**src/rtl/decoder_rr_arbiter.sv**
```systemverilog
// 8-way round-robin arbiter with active-low one-hot grant and break-before-make gap.
// Optional forced release after TIMEOUT_CYCLES busy cycles when ARB_TIMEOUT_EN is defined.
module decoder_rr_arbiter #(
  parameter int GAP_CYCLES     = 1,
  parameter int TIMEOUT_CYCLES = 64
) (
  input  logic       clk,
  input  logic       rst,
  input  logic       arb_en,
  input  logic [7:0] req,
  input  logic       done,
  output logic [7:0] gnt_n,
  output logic [2:0] gnt_idx,
  output logic       gnt_vld,
  output logic       timeout
);

  typedef enum logic [1:0] {IDLE, BUSY, GAP} state_t;

  state_t     state;
  logic [2:0] ptr;
  logic [3:0] gap_cnt;
  logic [2:0] start;
  logic [7:0] rot;
  logic [2:0] pos;
  logic [2:0] win_idx;
  logic       win_any;
  logic       rel;
  logic       to_hit;

  // Rotate requests so bit 0 is the requester just after the last winner.
  always_comb begin
    start = ptr + 3'd1;
    for (int i = 0; i < 8; i++) rot[i] = req[start + 3'(i)];
    win_any = |rot;
    pos = '0;
    for (int i = 7; i >= 0; i--) if (rot[i]) pos = 3'(i);
    win_idx = start + pos;
  end

  assign rel = done || !req[gnt_idx];

`ifdef ARB_TIMEOUT_EN
  logic [9:0] busy_cnt;
  assign to_hit = (busy_cnt == 10'(TIMEOUT_CYCLES - 1));
`else
  assign to_hit  = 1'b0;
  assign timeout = 1'b0;
`endif

  always_ff @(posedge clk or posedge rst) begin
    if (rst) begin
      state   <= IDLE;
      gnt_n   <= 8'hFF;
      gnt_idx <= 3'd0;
      gnt_vld <= 1'b0;
      ptr     <= 3'd7;
      gap_cnt <= 4'd0;
`ifdef ARB_TIMEOUT_EN
      busy_cnt <= 10'd0;
      timeout  <= 1'b0;
`endif
    end else begin
`ifdef ARB_TIMEOUT_EN
      timeout <= 1'b0;
`endif
      case (state)
        IDLE: begin
          if (arb_en && win_any) begin
            gnt_idx <= win_idx;
            gnt_n   <= ~(8'b1 << win_idx);
            gnt_vld <= 1'b1;
            state   <= BUSY;
`ifdef ARB_TIMEOUT_EN
            busy_cnt <= 10'd0;
`endif
          end
        end
        BUSY: begin
          if (rel || to_hit) begin
            gnt_n   <= 8'hFF;
            gnt_vld <= 1'b0;
            ptr     <= gnt_idx;
            gap_cnt <= 4'(GAP_CYCLES);
            state   <= GAP;
`ifdef ARB_TIMEOUT_EN
            // A normal release on the limit edge wins over the timeout.
            timeout <= !rel;
`endif
          end
`ifdef ARB_TIMEOUT_EN
          else begin
            busy_cnt <= busy_cnt + 10'd1;
          end
`endif
        end
        GAP: begin
          gap_cnt <= gap_cnt - 4'd1;
          if (gap_cnt == 4'd1) state <= IDLE;
        end
        default: state <= IDLE;
      endcase
    end
  end

endmodule
```
**config.mk**
```make
export PLATFORM = sky130hd
export DESIGN_NAME = decoder_rr_arbiter
export DESIGN_NICKNAME = d
export VERILOG_FILES = /design/src/rtl/decoder_rr_arbiter.sv
export SDC_FILE = /design/constraint.sdc
export NUM_CORES = 1
export LEC_CHECK = 0
export ABC_CLOCK_PERIOD_IN_PS = 5700
export CAP_MARGIN = 20
export CORE_MARGIN = 4
export CORE_UTILIZATION = 55
export CTS_BUF_LIST = sky130_fd_sc_hd__clkbuf_4 sky130_fd_sc_hd__clkbuf_8 sky130_fd_sc_hd__clkbuf_16
export DETAILED_ROUTE_END_ITERATION = 6
export PLACE_DENSITY = 0.8
export SLEW_MARGIN = 20
export SYNTH_ARGS = -nofsm -noshare
export SYNTH_HDL_FRONTEND = slang
export SYNTH_SLANG_ARGS = --single-unit
```
**constraint.sdc**
```tcl
create_clock -name clk -period 5.7 [get_ports clk]
set_input_delay 1.71 -clock clk [delete_from_list [all_inputs] [get_ports clk]]
set_output_delay 1.71 -clock clk [all_outputs]
set_load 0.03 [all_outputs]
```
==> impl_metrics.tcl, run 1 <==
set metrics [dict create \
    grt_pass1_vias 1477 \
    cts_resized 0 \
    fp.dieW_um 66.2 \
    rsz0062_at_grt "false" \
    max_stage_delay_ps 600 \
    drive_above_1_share_pct 24.2 \
    fp-row-count 20 \
    die-height_um 66.2 \
    wl_per_cell_um 17.4 \
    max_cap_viol_count 0 \
    synth_top_family_by_area "multiplexers" \
    synthAdderAreaFrac_pct 4.44 \
    h-tree-depth 1 \
    final_cells 230 \
    fin_crit_sh_pct 89.7 \
    nFillCells 260 \
    synthMuxAreaShare_pct 27.6 \
    synth_cells 165 \
    antenna_cells 0 \
    dp.cells 226 \
    synth_edf_count 0 \
    drc_errors 0 \
    synth_compound_area_share_pct 10.2 \
    fin_crit_ps 5110 \
    synth-seq-cells 21 \
    dp_hpwl_um 3190 \
    ys.flop_type "dfstp_2" \
    drt_iter0_drc 142 \
    crit_required_ps 5900 \
    async_reset_ff_share_pct 100 \
    slew_violations 0 \
    clock_latency_ps 310 \
    first_pass_iters 4 \
    hold_viol 0 \
    path_max_fanout 8 \
    grt_pass1_wl_um 7160 \
    worst_path_max_delay_cell "mux4_2" \
    syn_nets 183 \
    tns_ps 0 \
    synth_seq_area_share_pct 29.0 \
    critPathArrivalTime_ps 5310 \
    initial_core_util_pct 59.0 \
    ant_nets 0 \
    crit_type "input port to flip-flop" \
    path_clk_slew_ps 120 \
    yosys_warnings 0 \
    worstHoldPathType "flip-flop to flip-flop" \
    outcome "completed" \
    cts_root_buf "clkbuf_4" \
    hold_buffers 0 \
    clockBufferDepth 2 \
    relSlewSlack_pct 31.5 \
    fmax_mhz 196 \
    synth_xor_xnor_area_share_pct 5.38 \
    worstSetupEndpointType "flip-flop" \
    place.gp.congestion 0.834 \
    grt.total_usage_pct 20.9 \
    num_vias 1436 \
    antenna_found_initial 0 \
    dieArea_um2 4380 \
    area_delta_synth_final_pct 14.3 \
    cp-start-kind "input port" \
    worst_slew_pin_slew_ps 1020 \
    cpMostUsedCell "xnor2_1" \
    crit_path_cell_trace "clkdlybuf4s50_1 -> mux4_2 -> or3_1 -> a31oi_1 -> a21oi_1 -> o21ai_0 -> and3_1 -> ha_1 -> inv_1 -> fa_1 -> xnor2_1 -> xnor2_1 -> mux2_4" \
    grt_overflow 0 \
    core_area_um2 3150 \
    grt_max_degree 22 \
    holdWs_ps 477 \
    vias_per_cell 6.24 \
    io_buffers 23 \
    clock_skew_ps 13.0 \
    wirelength_um 4010 \
    tritoncts "built" \
    fin_nets 205 \
    yosys.area_share.simple_pct 18.7 \
    cts_buffers 3 \
    ioPinCount 25 \
    syn-cell-area_um2 1860 \
    post-cts-setup-buffers 0 \
    synth_area_per_cell_um2 11.3 \
    cts_sinks 21 \
    setup_viol 0 \
    ys_types 52 \
]
-- worst paths after layout --
path | end | slack (ps) | cells past startpoint | from
worst max-delay path | gnt_idx[2] | 590 | 13 | req[5]
worst min-delay path | gnt_n[2] | 480 | 2 | gnt_n[2]
worst max register to register | gnt_idx[2] | 1040 | 14 | ptr[0]
worst min register to register | gnt_n[2] | 480 | 2 | gnt_n[2]
max in group asynchronous | gnt_idx[1] | 3390 | 2 | rst
min in group asynchronous | gap_cnt[0] | 1820 | 2 | rst
-- synth_stat cells, types with 4 or more instances --
cell | count | area share, %
nor2_1 | 12 | 2.4
mux4_2 | 9 | 11
mux2i_1 | 10 | 5.4
o21ai_0 | 7 | 1.9
nor4_1 | 7 | 2.4
dfstp_2 | 11 | 16
mux2_2 | 4 | 2.4
dfrtp_1 | 10 | 13
xnor2_1 | 6 | 2.8
ha_1 | 5 | 3.4
mux2_4 | 5 | 4.0
nand2_1 | 9 | 1.8
inv_1 | 10 | 2.0
nand3b_1 | 4 | 1.6
-- cells in the final DEF (no fill, tap or decap), types with 2 or more instances in the layout --
| cell type | n |
|---|---|
| nor4_1 | 7 |
| a21oi_1 | 2 |
| dfstp_2 | 11 |
| nand2_1 | 9 |
| nor2b_1 | 3 |
| nor4_2 | 3 |
| o311ai_0 | 2 |
| o21ai_0 | 7 |
| dfrtp_1 | 10 |
| clkbuf_4 | 3 |
| inv_1 | 10 |
| nand2b_1 | 3 |
| mux2_2 | 4 |
| nor4b_1 | 2 |
| ha_1 | 5 |
| nor3_1 | 2 |
| mux2i_1 | 10 |
| xnor2_1 | 6 |
| or3_1 | 2 |
| o22ai_1 | 2 |
| mux4_2 | 9 |
| clkdlybuf4s50_1 | 23 |
| nand3b_1 | 4 |
| mux4_1 | 3 |
| nor2_1 | 12 |
| a2bb2oi_1 | 2 |
| mux2_4 | 5 |
| or2_2 | 2 |
-- critical path, delay by kind of cell --
| family | cells | cell delay (ps) |
|---|---|---|
| adders and majority gates | 2 | 550 |
| and+or+nand+nor | 2 | 570 |
| xor gates and xnor gates | 2 | 670 |
| muxes | 2 | 880 |
| AOI/OAI and AO/OA | 3 | 370 |
| buffers and inverters | 2 | 560 |
-- state kept, by name, indices dropped and copies added, names as in the netlist --
signal and flops:
gap_cnt 4, gnt_idx 3, gnt_n 8, gnt_vld 1
ptr 3, state 2
-- stage by stage --
step,area (um2),util (%),worst slack (ps)
global route,2130,67.5,338
global placement,2100,66.6,416
CTS,2130,67.5,631
detailed placement,2100,66.6,322
floorplan,1860,-,1120
finish,2130,67.5,589
-- cell type report --
class                           instances  area (um2)  share of cell area, %
Tap cell                               44        55.1                   2.59
Multi-Input combinational cell        128        1240                   58.2
Clock inverter                          1        5.00                  0.235
Clock buffer                            3        22.5                   1.06
Timing Repair Buffer                   23         230                   10.8
Sequential cell                        21         539                   25.4
Inverter                               10        37.5                   1.76
-- routing by layer --
layer  global-route usage [%]  vias to the layer above  share of wire (%)
li1                         -                      670                  -
met1                     27.2                      733                 43
met2                     38.0                       29                 54
met3                     1.70                        4                2.4
met4                     3.81                        0               0.85
met5                        0                        -                  0
-- cells by family after synthesis --
group           after synthesis
fa+ha+maj                     6
flops                        21
other cells                   1
xor+xnor                      9
compound gates               24
mux                          32
simple gates                 56
buf+inv                      16
Power of run 1 is left out: the tool's default activity adds up to more than one toggle a clock period on the data nets, which glitch-free logic cannot reach.
==> inputs of run 2 (changes only) <==
CAP_MARGIN = 25   (was 20)
CORE_MARGIN = 2   (was 4)
==> run 2 against run 1 <==
  * Utilization is 2.5 points lower
  * Design area increased by 0.24%
  * Final cell count up 0.87%
  * Critical endpoint unchanged
  * Largest cell class unchanged
==> impl_metrics.tcl, run 2 (synthesis results as in run 1) <==
set metrics [dict create \
    slew_violations 0 \
    vias_per_cell 6.24 \
    place.gp.congestion 0.876 \
    io_buffers 23 \
    fin_nets 205 \
    worstRegToRegCells 14 \
    grt_pass1_wl_um 6740 \
    largest-register "gnt_n" \
    dieArea_um2 3860 \
    post-cts-setup-buffers 0 \
    hold_buffers 0 \
    crit_type "input port to flip-flop" \
    place_area_um2 2100 \
    grt.total_usage_pct 21.5 \
    r2r_start "ptr[0]" \
    path_max_fanout 8 \
    hold_viol 0 \
    worst_slew_pin_slew_ps 1000 \
    finish.instance_area_um2 2130 \
    drive_above_1_share_pct 24.2 \
    crit_path_cell_trace "clkdlybuf4s50_1 -> mux4_2 -> or3_1 -> a31oi_1 -> a21oi_1 -> o21ai_0 -> and3_1 -> ha_1 -> inv_1 -> fa_1 -> xnor2_1 -> xnor2_1 -> mux2_4" \
    tritoncts "built" \
    crit_start "req[4]" \
    reg2reg_slack_ps 1010 \
    relSlewSlack_pct 32.6 \
    ioPinCount 25 \
    grt_overflow 0 \
    crit_required_ps 5900 \
    wl_per_cell_um 16.6 \
    wirelength_um 3850 \
    worst_path_max_delay_cell "mux4_2" \
    worstHoldEndpoint "gnt_n[6]" \
    clock_latency_ps 300 \
    first_pass_iters 4 \
    grt_max_degree 22 \
    drt_iter0_drc 107 \
    fp.dieW_um 62.2 \
    initial_core_util_pct 56.6 \
    nFillCells 275 \
    worstHoldPathType "flip-flop to flip-flop" \
    tns_ps 0 \
    cts_root_buf "clkbuf_4" \
    r2r_end "gnt_idx[2]" \
    max_cap_viol_count 0 \
    worstSetupEndpointType "flip-flop" \
    ant_nets 0 \
    clock_skew_ps 8.15 \
    dp_hpwl_um 2990 \
    largest_reg_flops 8 \
    setup_viol 0 \
    rsz0062_at_grt "false" \
    h-tree-depth 1 \
    antenna_cells 0 \
    cts_buffers 3 \
    regArea_um2 539 \
    clockBufferDepth 2 \
    num_vias 1447 \
    cts_sinks 21 \
    outcome "completed" \
    path_clk_slew_ps 120 \
    max_stage_delay_ps 600 \
    multi_input_area_um2 1240 \
    fin_crit_sh_pct 90.1 \
    fp-row-count 21 \
    fmax_mhz 195 \
    grt_pass1_vias 1448 \
    drc_errors 0 \
    holdWs_ps 471 \
    cp-start-kind "input port" \
    min-delay-start "gnt_n[6]" \
    layout.cells.most_common_list "clkdlybuf4s50_1, nor2_1, dfstp_2" \
    fin_crit_ps 5140 \
    die-height_um 62.2 \
    cts_resized 0 \
    whs_path_depth 2 \
    critPathArrivalTime_ps 5340 \
    largestRegisters "gnt_n x8, gap_cnt x4" \
    mostFrequentLayoutCell "clkdlybuf4s50_1" \
    antenna_found_initial 0 \
    core_area_um2 3280 \
    utilization_pct 64.9 \
    area_delta_synth_final_pct 14.6 \
    cpMostUsedCell "xnor2_1" \
]
==> run 2: how the worst max path moves through the flow <==
stage	slack, ps	endpoint
2_1_floorplan	1120	gnt_idx[2]
3_3_place_gp	430	gnt_idx[2]
3_5_place_dp	250	gnt_idx[2]
4_1_cts	580	gnt_idx[2]
5_1_grt	300	gnt_idx[2]
6_report	560	gnt_idx[2]
==> run 2: metal layers <==
layer / wire length, um / track usage [%]
met1: 1620 / 26.2
met2: 2060 / 39.7
met3: 85 / 2.17
met4: 82 / 7.22
met5: 0 / 0
==> run 2: stage by stage <==
| step | worst slack [ps] | cells |
|---|---|---|
| 3_3_place_gp | 429 | 228 |
| 5_1_grt | 304 | 232 |
| 6_report | 564 | 232 |
| 3_5_place_dp | 252 | 228 |
| 4_1_cts | 578 | 232 |
| 2_1_floorplan | 1120 | 165 |
==> run 2: area by class of cell <==
class / count / area share, %
Clock buffer: 4 / 1.41
Inverter: 10 / 1.76
Multi-Input combinational cell: 128 / 58.0
Sequential cell: 21 / 25.3
Tap cell: 46 / 2.70
Timing Repair Buffer: 23 / 10.8
==> run 2: critical path, delay by kind of cell <==
kind                       cells  cell delay (ps)
muxes                          2              880
AOI/OAI and AO/OA              3              410
buffers and inverters          2              540
adders and majority gates      2              550
and+or+nand+nor                2              570
xor gates and xnor gates       2              670
Power of run 2 is left out for the same reason.
==> inputs of run 3 (changes only) <==
CTS_CLUSTER_SIZE = 12   (was default)
MAX_ROUTING_LAYER = met4   (was default)
PLACE_DENSITY = default   (was 0.8)
PLACE_DENSITY_LB_ADDON = 0.25   (was default)
==> run 3 against run 2 <==
  * Sequential share of layout area unchanged
  * Fmax grew 0.36%
  * Clock-buffer cell count unchanged
  * Critical path type unchanged
  * Largest cell class unchanged
==> impl_metrics.tcl, run 3 (synthesis results as in run 1) <==
set metrics [dict create \
    outcome "completed" \
    min-delay-start "gnt_n[6]" \
    grt_max_degree 22 \
    fin_crit_sh_pct 89.8 \
    tns_ps 0 \
    hold_viol 0 \
    ioPinCount 25 \
    drt_iter0_drc 193 \
    slew_violations 0 \
    path_clk_slew_ps 110 \
    critPathArrivalTime_ps 5310 \
    worstHoldEndpoint "gnt_n[6]" \
    grt.total_usage_pct 22.0 \
    clockBufferDepth 2 \
    cpMostUsedCell "xnor2_1" \
    io_buffers 23 \
    core_area_um2 3280 \
    dp_hpwl_um 2920 \
    max_stage_delay_ps 600 \
    drc_errors 0 \
    tritoncts "built" \
    clock_latency_ps 300 \
    grt_overflow 0 \
    antenna_cells 0 \
    setup_viol 0 \
    clock_skew_ps 6.23 \
    area_delta_synth_final_pct 14.6 \
    post-cts-setup-buffers 0 \
    whs_path_depth 2 \
    grt_pass1_vias 1416 \
    wirelength_um 3780 \
    max_cap_viol_count 0 \
    cts_buffers 3 \
    die-height_um 62.2 \
    cts_root_buf "clkbuf_4" \
    layout.cells.most_common_list "clkdlybuf4s50_1, nor2_1, dfstp_2" \
    worst_slew_pin_slew_ps 987 \
    h-tree-depth 1 \
    fin_crit_ps 5120 \
    nFillCells 279 \
    ant_nets 0 \
    r2r_start "ptr[0]" \
    reg2reg_slack_ps 1030 \
    dieArea_um2 3860 \
    num_vias 1395 \
    r2r_end "gnt_idx[2]" \
    crit_path_cell_trace "clkdlybuf4s50_1 -> mux4_2 -> or3_1 -> a31oi_1 -> a21oi_1 -> o21ai_0 -> and3_1 -> ha_1 -> inv_1 -> fa_1 -> xnor2_1 -> xnor2_1 -> mux2_4" \
    vias_per_cell 6.01 \
    rsz0062_at_grt "false" \
    worst_path_max_delay_cell "mux4_2" \
    cts_sinks 21 \
    worstSetupEndpointType "flip-flop" \
    largest_reg_flops 8 \
    drive_above_1_share_pct 24.2 \
    fp-row-count 21 \
    cts_resized 0 \
    cp-start-kind "input port" \
    initial_core_util_pct 56.6 \
    fmax_mhz 195 \
    largestRegisters "gnt_n x8, gap_cnt x4" \
    crit_type "input port to flip-flop" \
    relSlewSlack_pct 33.7 \
    worstHoldPathType "flip-flop to flip-flop" \
    fp.dieW_um 62.2 \
    crit_required_ps 5900 \
    mostFrequentLayoutCell "clkdlybuf4s50_1" \
    path_max_fanout 8 \
    first_pass_iters 4 \
    place.gp.congestion 0.899 \
    grt_pass1_wl_um 6710 \
    largest-register "gnt_n" \
    hold_buffers 0 \
    antenna_found_initial 0 \
    worstRegToRegCells 14 \
    wl_per_cell_um 16.3 \
    fin_nets 205 \
]
-- run 3: cell counts in the layout (fill, tap and decap cells not counted) --
No cell type changed its count.
-- run 3: worst max-delay path by stage --
stage / start / to / slack [ps] / cells past startpoint
after global placement: req[5] / gnt_idx[2] / 410 / 13
final: req[5] / gnt_idx[2] / 580 / 13
after detailed placement: req[5] / gnt_idx[2] / 310 / 13
after CTS: req[5] / gnt_idx[2] / 620 / 13
after global routing: req[5] / gnt_idx[2] / 370 / 13
after floorplan: req[4] / gnt_idx[2] / 1120 / 12
-- run 3: critical path: cells and delay by family --
family / cells / cell delay, ps
mux: 2 / 880
xor+xnor: 2 / 640
fa+ha+maj: 2 / 550
compound gates: 3 / 380
simple gates: 2 / 590
buf+inv: 2 / 570
-- run 3: final cells by class --
cell class | count | area [um2] | share of cell area (%)
timing repair buffer | 23 | 230 | 10.8
multi-input combinational | 128 | 1240 | 58.0
tap | 46 | 57.6 | 2.70
inverter | 10 | 37.5 | 1.76
clock buffer | 4 | 30.0 | 1.41
sequential | 21 | 539 | 25.3
-- run 3: per-stage QoR --
stage	util, %	hold WS (ps)	std cells	setup WS, ps	instance area [um2]
after detailed placement	64.0	474	228	311	2100
after global placement	64.0	458	228	408	2100
after CTS	64.9	497	232	619	2130
after global routing	64.9	520	232	372	2130
final	64.9	487	232	583	2130
after floorplan	-	458	165	1120	1860
-- run 3: metal layers --
metal  GRT usage, %  up-vias  wire length [um]
met2           35.7       33              1910
met4           6.67        0                46
met1           29.3      690              1710
met3           2.90        5               112
li1               -      667                 -
met5              -        -                 0
Power of run 3 is left out for the same reason.
